## config.mk

```make
export PLATFORM = sky130hd
export DESIGN_NAME = adc_conv_scheduler_flat
export DESIGN_NICKNAME = d
export VERILOG_FILES = /design/src/rtl/adc_conv_scheduler_if.sv /design/src/rtl/adc_conv_scheduler.sv /design/src/flat_wrapper.sv
export SDC_FILE = /design/constraint.sdc
export NUM_CORES = 1
export LEC_CHECK = 0
export CELL_PAD_IN_SITES_DETAIL_PLACEMENT = 0
export CELL_PAD_IN_SITES_GLOBAL_PLACEMENT = 2
export CORE_MARGIN = 2
export CORE_UTILIZATION = 35
export CTS_BUF_LIST = sky130_fd_sc_hd__clkbuf_4 sky130_fd_sc_hd__clkbuf_8 sky130_fd_sc_hd__clkbuf_16
export CTS_CLUSTER_SIZE = 30
export DETAILED_ROUTE_END_ITERATION = 12
export PLACE_DENSITY_LB_ADDON = 0.1
export SYNTH_ARGS = -nofsm -noshare
export SYNTH_HDL_FRONTEND = slang
export SYNTH_SLANG_ARGS = --single-unit
```

## constraint.sdc

```tcl
create_clock -name clk_adc -period 3.82 [get_ports clk_adc]
set_input_delay 0.764 -clock clk_adc [delete_from_list [all_inputs] [get_ports clk_adc]]
set_output_delay 0.764 -clock clk_adc [all_outputs]
set_load 0.05 [all_outputs]
```

## src/rtl/adc_conv_scheduler_if.sv

```systemverilog
// adc_conv_scheduler_if
//   Bundles the control, SPI-read handshake and result handshake of the ADC
//   conversion scheduler.
//   slave  : scheduler side (drives cnv/spi_rd_req/result/status)
//   master : environment side (drives enable/period/clr_err/spi data/res_ready)
interface adc_conv_scheduler_if #(
  parameter int DATA_WIDTH   = 16,
  parameter int PERIOD_WIDTH = 16
);
  logic                    enable_i;
  logic [PERIOD_WIDTH-1:0] period_i;
  logic                    clr_err_i;
  logic                    cnv_o;
  logic                    spi_rd_req_o;
  logic                    spi_valid_i;
  logic [DATA_WIDTH-1:0]   spi_data_i;
  logic [DATA_WIDTH-1:0]   res_data_o;
  logic                    res_valid_o;
  logic                    res_ready_i;
  logic                    busy_o;
  logic                    overrun_o;
  logic                    timeout_o;

  modport slave (
    input  enable_i, period_i, clr_err_i, spi_valid_i, spi_data_i, res_ready_i,
    output cnv_o, spi_rd_req_o, res_data_o, res_valid_o, busy_o, overrun_o, timeout_o
  );

  modport master (
    output enable_i, period_i, clr_err_i, spi_valid_i, spi_data_i, res_ready_i,
    input  cnv_o, spi_rd_req_o, res_data_o, res_valid_o, busy_o, overrun_o, timeout_o
  );
endinterface

```

## src/rtl/adc_conv_scheduler.sv

```systemverilog
// adc_conv_scheduler
//   Runs periodic serial-ADC conversions: CNV pulse, conversion wait, SPI read
//   request, then averages 2^AVG_LOG2 samples into one ready/valid result.
//   Ports:
//     clk_adc : clock, rising edge
//     rst     : asynchronous active-high reset
//     bus     : adc_conv_scheduler_if.slave (enable/period/clr_err in,
//               cnv/spi_rd_req out, spi_valid/spi_data in, result handshake,
//               busy and sticky overrun/timeout flags)
module adc_conv_scheduler #(
  parameter int DATA_WIDTH     = 16,
  parameter int CNV_CYCLES     = 4,
  parameter int TCONV_CYCLES   = 64,
  parameter int AVG_LOG2       = 2,
  parameter int PERIOD_WIDTH   = 16,
  parameter int TIMEOUT_CYCLES = 255
) (
  input  logic                 clk_adc,
  input  logic                 rst,
  adc_conv_scheduler_if.slave  bus
);
  localparam int ACC_W = DATA_WIDTH + AVG_LOG2;
  localparam int CNT_W = AVG_LOG2 + 1;
  localparam int NAVG  = 1 << AVG_LOG2;
  localparam int TMAX0 = (CNV_CYCLES > TCONV_CYCLES) ? CNV_CYCLES : TCONV_CYCLES;
  localparam int TMAX  = (TMAX0 > TIMEOUT_CYCLES) ? TMAX0 : TIMEOUT_CYCLES;
  localparam int TMR_W = $clog2(TMAX + 1);

  typedef enum logic [2:0] {IDLE, CNV, WAIT_CONV, READ, ACC, WAIT_PERIOD} state_t;

  state_t                  state;
  logic [TMR_W-1:0]        tmr;
  logic [PERIOD_WIDTH-1:0] per_cnt;
  logic [PERIOD_WIDTH-1:0] period_q;
  logic [DATA_WIDTH-1:0]   samp_q;
  logic [ACC_W-1:0]        acc;
  logic [CNT_W-1:0]        cnt;

  logic [ACC_W-1:0]        acc_sum;
  logic [ACC_W-1:0]        avg_res;
  logic [CNT_W-1:0]        cnt_inc;
  logic                    avg_done;
  logic                    can_load;
  logic                    per_hit;
  logic                    ovr_set;
  logic                    to_set;

  always_comb begin
    acc_sum  = acc + ACC_W'(samp_q);
    avg_res  = acc_sum >> AVG_LOG2;
    cnt_inc  = cnt + 1'b1;
    avg_done = (cnt_inc == CNT_W'(NAVG));
    can_load = !bus.res_valid_o || bus.res_ready_i;
    // per_cnt is 0 in the first CNV cycle; "+1" makes CNV entries land exactly
    // period_q cycles apart.
    per_hit  = ({1'b0, per_cnt} + 1'b1) >= {1'b0, period_q};
    ovr_set  = (state == ACC) && avg_done && !can_load;
    to_set   = (state == READ) && !bus.spi_valid_i &&
               (tmr == TMR_W'(TIMEOUT_CYCLES - 1));
  end

  always_ff @(posedge clk_adc or posedge rst) begin
    if (rst) begin
      state            <= IDLE;
      tmr              <= '0;
      per_cnt          <= '0;
      period_q         <= '0;
      samp_q           <= '0;
      acc              <= '0;
      cnt              <= '0;
      bus.cnv_o        <= 1'b0;
      bus.spi_rd_req_o <= 1'b0;
      bus.res_data_o   <= '0;
      bus.res_valid_o  <= 1'b0;
      bus.busy_o       <= 1'b0;
      bus.overrun_o    <= 1'b0;
      bus.timeout_o    <= 1'b0;
    end else begin
      // saturate so a long period never wraps past the compare point
      if (per_cnt != '1) per_cnt <= per_cnt + 1'b1;

      // a new event in the clearing cycle wins
      bus.overrun_o <= (bus.overrun_o & ~bus.clr_err_i) | ovr_set;
      bus.timeout_o <= (bus.timeout_o & ~bus.clr_err_i) | to_set;

      if (bus.res_valid_o && bus.res_ready_i) bus.res_valid_o <= 1'b0;

      case (state)
        IDLE: begin
          if (bus.enable_i) begin
            state      <= CNV;
            period_q   <= bus.period_i;
            per_cnt    <= '0;
            tmr        <= '0;
            bus.cnv_o  <= 1'b1;
            bus.busy_o <= 1'b1;
          end
        end
        CNV: begin
          tmr <= tmr + 1'b1;
          if (tmr == TMR_W'(CNV_CYCLES - 1)) begin
            state     <= WAIT_CONV;
            tmr       <= '0;
            bus.cnv_o <= 1'b0;
          end
        end
        WAIT_CONV: begin
          tmr <= tmr + 1'b1;
          if (tmr == TMR_W'(TCONV_CYCLES - 1)) begin
            state            <= READ;
            tmr              <= '0;
            bus.spi_rd_req_o <= 1'b1;
          end
        end
        READ: begin
          tmr <= tmr + 1'b1;
          if (bus.spi_valid_i) begin
            state            <= ACC;
            samp_q           <= bus.spi_data_i;
            bus.spi_rd_req_o <= 1'b0;
          end else if (to_set) begin
            // a lost sample poisons the running average: restart it
            state            <= WAIT_PERIOD;
            acc              <= '0;
            cnt              <= '0;
            bus.spi_rd_req_o <= 1'b0;
          end
        end
        ACC: begin
          state <= WAIT_PERIOD;
          if (avg_done) begin
            acc <= '0;
            cnt <= '0;
            if (can_load) begin
              bus.res_data_o  <= DATA_WIDTH'(avg_res);
              bus.res_valid_o <= 1'b1;
            end
          end else begin
            acc <= acc_sum;
            cnt <= cnt_inc;
          end
        end
        WAIT_PERIOD: begin
          if (!bus.enable_i) begin
            state      <= IDLE;
            acc        <= '0;
            cnt        <= '0;
            bus.busy_o <= 1'b0;
          end else if (per_hit) begin
            state     <= CNV;
            per_cnt   <= '0;
            tmr       <= '0;
            bus.cnv_o <= 1'b1;
          end
        end
        default: state <= IDLE;
      endcase
    end
  end
endmodule

```

## src/flat_wrapper.sv

```systemverilog
// flat-port wrapper written by rule: the top's interface ports become plain ports
module adc_conv_scheduler_flat 
#(
  parameter int DATA_WIDTH     = 16,
  parameter int CNV_CYCLES     = 4,
  parameter int TCONV_CYCLES   = 64,
  parameter int AVG_LOG2       = 2,
  parameter int PERIOD_WIDTH   = 16,
  parameter int TIMEOUT_CYCLES = 255
)
  (clk_adc, rst, bus_enable_i, bus_period_i, bus_clr_err_i, bus_spi_valid_i, bus_spi_data_i, bus_res_ready_i, bus_cnv_o, bus_spi_rd_req_o, bus_res_data_o, bus_res_valid_o, bus_busy_o, bus_overrun_o, bus_timeout_o);
  adc_conv_scheduler_if #(.DATA_WIDTH(DATA_WIDTH), .PERIOD_WIDTH(PERIOD_WIDTH)) bus_i ();
  input  logic clk_adc;
  input  logic rst;
  input wire logic [$bits(bus_i.enable_i)-1:0] bus_enable_i;
  input wire logic [$bits(bus_i.period_i)-1:0] bus_period_i;
  input wire logic [$bits(bus_i.clr_err_i)-1:0] bus_clr_err_i;
  input wire logic [$bits(bus_i.spi_valid_i)-1:0] bus_spi_valid_i;
  input wire logic [$bits(bus_i.spi_data_i)-1:0] bus_spi_data_i;
  input wire logic [$bits(bus_i.res_ready_i)-1:0] bus_res_ready_i;
  output wire logic [$bits(bus_i.cnv_o)-1:0] bus_cnv_o;
  output wire logic [$bits(bus_i.spi_rd_req_o)-1:0] bus_spi_rd_req_o;
  output wire logic [$bits(bus_i.res_data_o)-1:0] bus_res_data_o;
  output wire logic [$bits(bus_i.res_valid_o)-1:0] bus_res_valid_o;
  output wire logic [$bits(bus_i.busy_o)-1:0] bus_busy_o;
  output wire logic [$bits(bus_i.overrun_o)-1:0] bus_overrun_o;
  output wire logic [$bits(bus_i.timeout_o)-1:0] bus_timeout_o;
  assign bus_i.enable_i = bus_enable_i;
  assign bus_i.period_i = bus_period_i;
  assign bus_i.clr_err_i = bus_clr_err_i;
  assign bus_i.spi_valid_i = bus_spi_valid_i;
  assign bus_i.spi_data_i = bus_spi_data_i;
  assign bus_i.res_ready_i = bus_res_ready_i;
  assign bus_cnv_o = bus_i.cnv_o;
  assign bus_spi_rd_req_o = bus_i.spi_rd_req_o;
  assign bus_res_data_o = bus_i.res_data_o;
  assign bus_res_valid_o = bus_i.res_valid_o;
  assign bus_busy_o = bus_i.busy_o;
  assign bus_overrun_o = bus_i.overrun_o;
  assign bus_timeout_o = bus_i.timeout_o;
  adc_conv_scheduler #(.DATA_WIDTH(DATA_WIDTH), .CNV_CYCLES(CNV_CYCLES), .TCONV_CYCLES(TCONV_CYCLES), .AVG_LOG2(AVG_LOG2), .PERIOD_WIDTH(PERIOD_WIDTH), .TIMEOUT_CYCLES(TIMEOUT_CYCLES)) u_core (.clk_adc(clk_adc), .rst(rst), .bus(bus_i));
endmodule
```

==> impl_metrics.yaml <==
die:
  ioPinCount: 60
  rows: 46
  start_util_pct: 35.4
  die_x_um: 130
  coreArea_sq_um: 15700
  die_y_um: 130
  fp.dieArea_sq_um: 16900
drt:
  vias: 4075
  first_pass_iters: 4
  first_iter_violations: 161
  wl_per_cell_um: 15.1
  vias_per_cell: 4.92
  post-route-drc-count: 0
  wl_mm: 12.5
  antenna_left: 0
logic_synthesis:
  ys_types: 58
  syn_nets: 625
  synth_ff_type: "dfrtp_1"
  syn_avg_cell_area_sq_um: 10.1
  synth_warnings: 0
  synth_area_sq_um: 5560
  ys_ff_latch: 102
  netlist_instances: 549
  synthArstFlopShare_pct: 100
  synth_edf_count: 0
  ys_seq_area_share_pct: 45.9
min_path:
  hold_start: "u_core.bus.timeout_o"
  hold_end: "u_core.bus.timeout_o"
  hold_path_depth: 1
  hold_path_class: "flop to flop"
critical_path:
  cpPeakStageDelay_ns: 0.57
  criticalPathCategory: "flop to flop"
  regToRegSetupSlack_ns: 0.40
  critical_path_buf_inv_count: 0
  cp_top_family: "simple AND/OR/NAND/NOR gates"
  rr_worst_depth: 13
  critPathCaptureType: "flop"
  worstPathMaxFanout: 8
  cp.required_ns: 4.03
  slowest_stage: "or4_4"
  cp-start-kind: "flop"
  path_cells: "ha_1, nand3_1, or4_4, nor2_1, xor2_1, ha_1, and3_1, and3_1, nand4_1, a21oi_1, a21oi_1, o31ai_4, a31oi_1"
  r2r_start: "u_core.per_cnt[0]"
  crit_arrival_ns: 3.63
  timing.rr.end: "u_core.tmr[5]"
cts:
  cts_sinks: 102
  cts_setup_buffers: 0
  clk_latency_ns: 0.35
  clkTransAtPathRegs_ns: 0.07
  cts_buffer_depth: 2
  root_buffer: "clkbuf_16"
  cts_buffers: 9
  cts_tree: "yes"
  h-tree-depth: 3
global_routing:
  grt_pass1_vias: 4121
  grt_pass1_wl_mm: 21.0
  antenna_found_initial: 0
  track_usage_pct: 16.0
  grt_max_degree: 58
  top_usage_layer: "met2"
  grt-ovfl-total: 0
  use_met1_pct: 22.0
  use_met3_pct: 4.18
  use_met2_pct: 25.6
placed_design:
  dpl.cell_count: 812
  place_congestion: 0.787
  placed_area_sq_um: 6410
  numPortBuffers: 59
  pre_cts_ws_ns: 0.238
  hpwl_mm: 9.00
cells_and_area:
  finalNetCount: 683
  n_antenna_cell: 0
  fin_cells: 828
  design_area_sq_um: 6730
  final_util_pct: 42.8
  final.fill_count: 1536
  layout_commonest_cell: "dfrtp_1"
  area_growth_pct: 21.0
  layout_common_cells: "102 x dfrtp_1, 59 x clkdlybuf4s50_1, 43 x nand2_1"
  layout-drive-gt1-share_pct: 10.5
sta:
  slew_headroom_pct: 46.8
  fin_ws_ns: 0.401
  max_freq_mhz: 292
  setup_violations: 0
  clock_skew_ns: 0.00666
  finalCriticalPeriod_ns: 3.42
  worst_pin_slew_ns: 0.798
  tns_ns: 0
  slew_viol_final: 0
  fin_worst_hold_slack_ns: 0.477
  fin_crit_sh_pct: 89.5
  hold_viol_final: 0
  rsz0062_at_grt: "false"
run_status:
  status: "finished clean"
power_and_ir_drop:
  pwr_density_cell_nw_per_um2: 313
  power_mw: 2.11
  p_leak_nw: 3.34
  vdd_ir_drop_max_v: 0.000241
job:
  cap_violations: 0
==> worst reg2reg max path, stage by stage (launching register included) <==
cell	delay [ns]
dfrtp_1	0.42
ha_1	0.21
nand3_1	0.14
or4_4	0.57
nor2_1	0.14
xor2_1	0.10
ha_1	0.30
and3_1	0.17
and3_1	0.18
nand4_1	0.10
a21oi_1	0.23
a21oi_1	0.16
o31ai_4	0.41
a31oi_1	0.14
==> per-layer routing <==
layer,up-vias,share of wire [%]
li1,2061,-
met1,1954,49
met2,50,47
met3,10,3.2
met4,0,0.87
met5,-,0
==> Yosys cell counts, types with 14 or more instances <==
cell      count  area [sq um]
dfrtp_1     102          2550
nand2_1      43           161
inv_1        41           154
ha_1         37           463
a21oi_1      36           180
o21ai_0      36           180
mux2_2       31           349
nor2_1       29           109
xnor2_1      21           184
clkbuf_1     18          67.6
a22o_1       17           149
nand3_1      14          70.1
nor2b_1      14          87.6
==> registers in the layout, indices dropped and copies added (netlist names) <==
register and flops:
u_core.tmr 8, u_core.bus.overrun_o 1, u_core.cnt 3, u_core.acc 18
u_core.bus.spi_rd_req_o 1, u_core.period_q 16, u_core.state 3, u_core.bus.busy_o 1
u_core.bus.res_valid_o 1, u_core.bus.res_data_o 16, u_core.bus.cnv_o 1, u_core.bus.timeout_o 1
u_core.per_cnt 16, u_core.samp_q 16
==> logic make-up (layout without fill, tap and decap cells) <==
logic type      after synthesis  count (layout)  share of synthesized area [%]
flops                       102             102                           45.9
mux                          34              34                           6.82
xor+xnor                     30              30                           4.72
compound gates              144             144                           17.4
fa+ha+maj                    38              38                           8.68
simple gates                139             139                           12.2
buf+inv                      62             125                           4.27
==> worst max-delay path by stage <==
stage	start	to	slack, ns	cells after the start
global route	u_core.per_cnt[0]	u_core.tmr[5]	0.01	13
floorplan	rst	u_core.acc[0]	0.38	1
CTS	u_core.per_cnt[0]	u_core.bus.cnv_o	0.22	13
finish	u_core.per_cnt[0]	u_core.tmr[5]	0.40	13
global placement	u_core.per_cnt[0]	u_core.bus.cnv_o	0.38	12
detailed placement	u_core.per_cnt[0]	u_core.bus.cnv_o	0.24	13
==> power breakdown <==
part	switching (mW)	internal, mW	total (mW)
sequential	0.0000000000000000309	1.08	1.08
combinational	0.0293	0.0359	0.0651
clock	0.406	0.558	0.965
==> cell type report <==
| type | instances | area (sq um) | share of cell area [%] |
|---|---|---|---|
| Clock inverter | 3 | 42.5 | 0.632 |
| Multi-Input combinational cell | 385 | 2780 | 41.3 |
| Sequential cell | 102 | 2550 | 37.9 |
| Tap cell | 216 | 270 | 4.02 |
| Timing Repair Buffer | 68 | 658 | 9.78 |
| Inverter | 41 | 156 | 2.32 |
| Clock buffer | 13 | 268 | 3.98 |
==> repair_timing <==
action,4_1_cts,5_1_grt
resized for setup,0,1
endpoints found under the setup margin,0,18
hold buffers,0,0
Note: power is estimated with default switching activity, not from simulation.
==> patch 1 (same settings) <==
Re-encode `state_t` (6 states) as Gray code, 3 bits wide.
--- a/src/rtl/adc_conv_scheduler.sv
+++ b/src/rtl/adc_conv_scheduler.sv
@@ -26,7 +26,7 @@
   localparam int TMAX  = (TMAX0 > TIMEOUT_CYCLES) ? TMAX0 : TIMEOUT_CYCLES;
   localparam int TMR_W = $clog2(TMAX + 1);
 
-  typedef enum logic [2:0] {IDLE, CNV, WAIT_CONV, READ, ACC, WAIT_PERIOD} state_t;
+  typedef enum logic [2:0] {IDLE = 3'b000, CNV = 3'b001, WAIT_CONV = 3'b011, READ = 3'b010, ACC = 3'b110, WAIT_PERIOD = 3'b111} state_t;
 
   state_t                  state;
   logic [TMR_W-1:0]        tmr;
Behaviour: no difference found for any inputs over 10 cycles, from zero or initial values and one cycle with rst high; not proved beyond that.
==> patch 1 against the unedited design <==
Sequential share of layout area fell by 1.5 points; sequential cell count did not move; worst setup slack improved by 57 ps; routed wire length rose by 8.8%; final area rose by 4.1%; area after synthesis rose by 5.3%.
Power is not compared: it rests on default switching activity, and its combinational part moved more than twofold at a synthesized area within 25%.
==> patch 1: results (changes against the unedited design) <==
stage	metric	value	unit	change
placement	place_congestion	0.796		+1.2%
finish	multi_input_area	0.00301	sq mm	+8.4%
placement	dp.cells	872		+7.4%
critical_path	r2r.worst_path.cells	12		-1
routing	met2_wirelength	6.75	mm	+16%
critical_path	cpLargestDelayFamily	compound AO/OA/AOI/OAI gates		
logic_synthesis	yosys.area_share.adder	8.25	%	-0.44 points
finish	drive_gt1_share	8.40	%	-2.1 points
placement	place_ws	449	ps	+211 ps
critical_path	rr_endpoint	u_core.bus.cnv_o		
logic_synthesis	seq_area_frac_synth	43.6	%	-2.3 points
critical_path	reg2reg_slack	460	ps	+60 ps
logic_synthesis	netlist_top_cells_count	dfrtp_1, inv_1, nand2_1		
logic_synthesis	synthMuxAreaShare	5.15	%	-1.7 points
finish	nClkBuffers	12		-1
critical_path	slowest_stage	a2bb2oi_1		
grt	grtUsageMet1	20.5	%	-1.4 points
finish	comb.multi_input.count	434		+13%
routing	wl_met1	6.22	mm	+0.94%
finish	buffers	65		-4.4%
grt	grt_use_total	16.2	%	+0.20 points
critical_path	cp_max_fo	17		+9
logic_synthesis	synthXorXnorAreaFrac	3.89	%	-0.84 points
logic_synthesis	synthCells	610		+11%
critical_path	cpPeakStageDelay	430	ps	-140 ps
grt	grt_max_degree	57		-1.7%
logic_synthesis	syn_nets	686		+9.8%
finish	nNetsFinal	739		+8.2%
timing	worst_hold_slack	497	ps	+19.4 ps
finish	num-nonclk-inverters	51		+24%
critical_path	critical_path_arrival	3600	ps	-30 ps
routing	wire_per_inst	15.3	microns	+1.5%
finish	bufAreaShareNonClock	9.25	%	-0.53 points
logic_synthesis	synth_compound_area_share	18.4	%	+0.98 points
outcome	outcome	finished, final reports clean		
grt	grt_pass1_wl	23.0	mm	+9.4%
die	rows	47		+2.2%
timing	skew	7.72	ps	+1.06 ps
routing	wl_met3	401	microns	+0.75%
min_path	worstHoldEndpoint	u_core.acc[10]		
grt	grt_use_met2	27.6	%	+2.0 points
placement	placed_area	0.00668	sq mm	+4.2%
placement	dp_hpwl	9.74	mm	+8.3%
timing	tightestPinTransition	1080	ps	+282 ps
[patch 1: cell types whose count changed after synthesis, moves of 5 or more]
cell      unedited run  this run
o21ai_0             36        45
nor3_1               7        13
xnor2_1             21        16
mux2_2              31        25
inv_1               41        51
nand2_1             43        50
a21oi_1             36        48
nor2_1              29        36
o21a_1               7         1
nor2b_1             14         5
a211oi_1             4         9
[patch 1: worst max-delay path by stage]
| stage | from | slack, ps | to |
|---|---|---|---|
| 2_1_floorplan | rst | 380 | asynchronous set/reset pin |
| 3_3_place_gp | u_core.per_cnt[0] | 520 | u_core.bus.cnv_o |
| 3_5_place_dp | u_core.per_cnt[0] | 450 | u_core.bus.cnv_o |
| 4_1_cts | u_core.per_cnt[0] | 420 | u_core.bus.cnv_o |
| 5_1_grt | u_core.per_cnt[0] | 220 | u_core.tmr[6] |
| 6_report | u_core.per_cnt[0] | 460 | u_core.bus.cnv_o |
==> patch 2 (same flow settings) <==
Made on the original files. `DATA_WIDTH` is set to 16 in 3 places; all go to 32.
--- a/src/rtl/adc_conv_scheduler_if.sv
+++ b/src/rtl/adc_conv_scheduler_if.sv
@@ -4,7 +4,7 @@
 //   slave  : scheduler side (drives cnv/spi_rd_req/result/status)
 //   master : environment side (drives enable/period/clr_err/spi data/res_ready)
 interface adc_conv_scheduler_if #(
-  parameter int DATA_WIDTH   = 16,
+  parameter int DATA_WIDTH   = 32,
   parameter int PERIOD_WIDTH = 16
 );
   logic                    enable_i;
--- a/src/rtl/adc_conv_scheduler.sv
+++ b/src/rtl/adc_conv_scheduler.sv
@@ -8,7 +8,7 @@
 //               cnv/spi_rd_req out, spi_valid/spi_data in, result handshake,
 //               busy and sticky overrun/timeout flags)
 module adc_conv_scheduler #(
-  parameter int DATA_WIDTH     = 16,
+  parameter int DATA_WIDTH     = 32,
   parameter int CNV_CYCLES     = 4,
   parameter int TCONV_CYCLES   = 64,
   parameter int AVG_LOG2       = 2,
--- a/src/flat_wrapper.sv
+++ b/src/flat_wrapper.sv
@@ -1,7 +1,7 @@
 // flat-port wrapper written by rule: the top's interface ports become plain ports
 module adc_conv_scheduler_flat 
 #(
-  parameter int DATA_WIDTH     = 16,
+  parameter int DATA_WIDTH     = 32,
   parameter int CNV_CYCLES     = 4,
   parameter int TCONV_CYCLES   = 64,
   parameter int AVG_LOG2       = 2,
Interface: changed (resized bus_res_data_o and bus_spi_data_i); port bits go from 60 to 92. The function was not compared with the original's and may differ.
==> patch 2 against the unedited design <==
Utilization up 0.99 points; critical path depth up 3; worst hold slack worse by 3.6 ps; worst setup slack better by 56 ps; via count up 52%; area after synthesis up 48%; fmax up 1.7%; routed wire length up 58%; sequential power up 120%; combinational power rose to 41 times the old value; power rose to 3.3 times the old value; final area up 51%; non-clock buffer count up 35; sequential cell count up 48.
==> patch 2: results (changes against the unedited design) <==
stage	metric	value	unit	change
outcome	outcome	finished, final reports clean		
critical_path	r2r.worst_path.cells	16		+3
critical_path	cpLargestDelayFamily	compound AO/OA/AOI/OAI gates		
grt	grt_pass1_wl	32.9	mm	+56%
timing	skew	10.3	ps	+3.62 ps
routing	drt_first_pass_iters	5		+1
placement	numPortBuffers	91		+54%
critical_path	slowest_stage	dfrtp_1		
routing	wire_per_inst	15.9	microns	+5.8%
logic_synthesis	syn_nets	926		+48%
logic_synthesis	synth.area.top_cells	dfrtp_1, ha_1, mux2_2		
finish	final_cells	1235		+49%
finish	fillers	2297		+50%
logic_synthesis	synthCells	818		+49%
timing	final.setup.worst_slack	457	ps	+56.2 ps
placement	dp_hpwl	13.8	mm	+53%
grt	grt_use_total	16.9	%	+0.84 points
cts	cts_made_buffers	17		+8
critical_path	critical_path_arrival	3710	ps	+80 ps
power_and_ir_drop	ir_worst_vdd	0.000289	V	+20%
routing	viasPerCell	5.03		+2.2%
cts	insertion_delay	430	ps	+80 ps
grt	grt_max_degree	71		+22%
routing	drt_iter0_markers	264		+64%
placement	place_congestion	0.803		+2.1%
finish	drive_gt1_share	12.3	%	+1.9 points
logic_synthesis	yosysUniqueCellTypes	64		+10%
finish	nNetsFinal	1011		+48%
placement	placed_area	0.00951	sq mm	+48%
[patch 2: cell types whose count changed after synthesis, moves of 16 or more]
cell	change
dfrtp_1	+48
a21oi_1	+19
nand2_1	+53
ha_1	+16
mux2_2	+17
a22o_1	+16
[patch 2: worst min path at each step]
| stage | from | end | slack (ps) | cells after the start |
|---|---|---|---|---|
| after floorplan | u_core.acc[31] | u_core.acc[31] | 460 | 2 |
| after global routing | u_core.bus.res_data_o[4] | u_core.bus.res_data_o[4] | 500 | 2 |
| after global placement | u_core.bus.res_data_o[13] | u_core.bus.res_data_o[13] | 460 | 2 |
| final | u_core.bus.res_data_o[15] | u_core.bus.res_data_o[15] | 470 | 2 |
| after detailed placement | u_core.bus.res_data_o[3] | u_core.bus.res_data_o[3] | 470 | 2 |
| after CTS | u_core.bus.res_data_o[3] | u_core.bus.res_data_o[3] | 480 | 2 |
[patch 2: metal layers]
metal  vias up  GRT usage, %  wire length (microns)
met5         -             0                      0
met4         0          5.41                    269
met3        18          3.77                    778
met2        99          28.1                   9510
met1      3028          21.7                   9110
li1       3067             -                      -
[patch 2: cell type report]
| type | instances | area share [%] |
|---|---|---|
| clock buffers | 19 | 4.44 |
| clock inverters | 13 | 2.14 |
| inverters | 46 | 1.73 |
| multi-input cells | 585 | 40.9 |
| flip-flops and latches | 150 | 36.8 |
| well taps | 319 | 3.92 |
| repair buffers | 103 | 10.1 |
[patch 2: worst reg2reg max path: cells and delay by family (launching register included)]
family | cells | cell delay (ps)
compound gates | 8 | 1450
fa+ha+maj | 2 | 510
flops | 1 | 420
xor+xnor | 1 | 160
buf+inv | 1 | 60
simple gates | 4 | 690
[patch 2: stage by stage]
stage	total power, W	setup TNS [ps]
2_1_floorplan	0.00443	0
6_report	0.00700	0
3_3_place_gp	0.00505	0
3_5_place_dp	0.00511	0
4_1_cts	0.00708	0
5_1_grt	0.00754	-1.44
[patch 2: logic make-up after synthesis]
kind of cell	after synthesis	synth area share, %
adder cells (fa/ha/maj)	54	8.30
AND/OR/NAND/NOR	228	13.0
flip-flops	150	45.6
XOR/XNOR	47	5.00
buffers and inverters	83	4.04
AO/OA/AOI/OAI	204	17.0
multiplexers	52	7.06
[patch 2: report_power, final]
part	total [W]	internal (W)	switching, W
Sequential	0.00239	0.00204	0.000354
Clock	0.00193	0.00121	0.000720
Combinational	0.00268	0.00115	0.00153
Total	0.00700	0.00439	0.00260
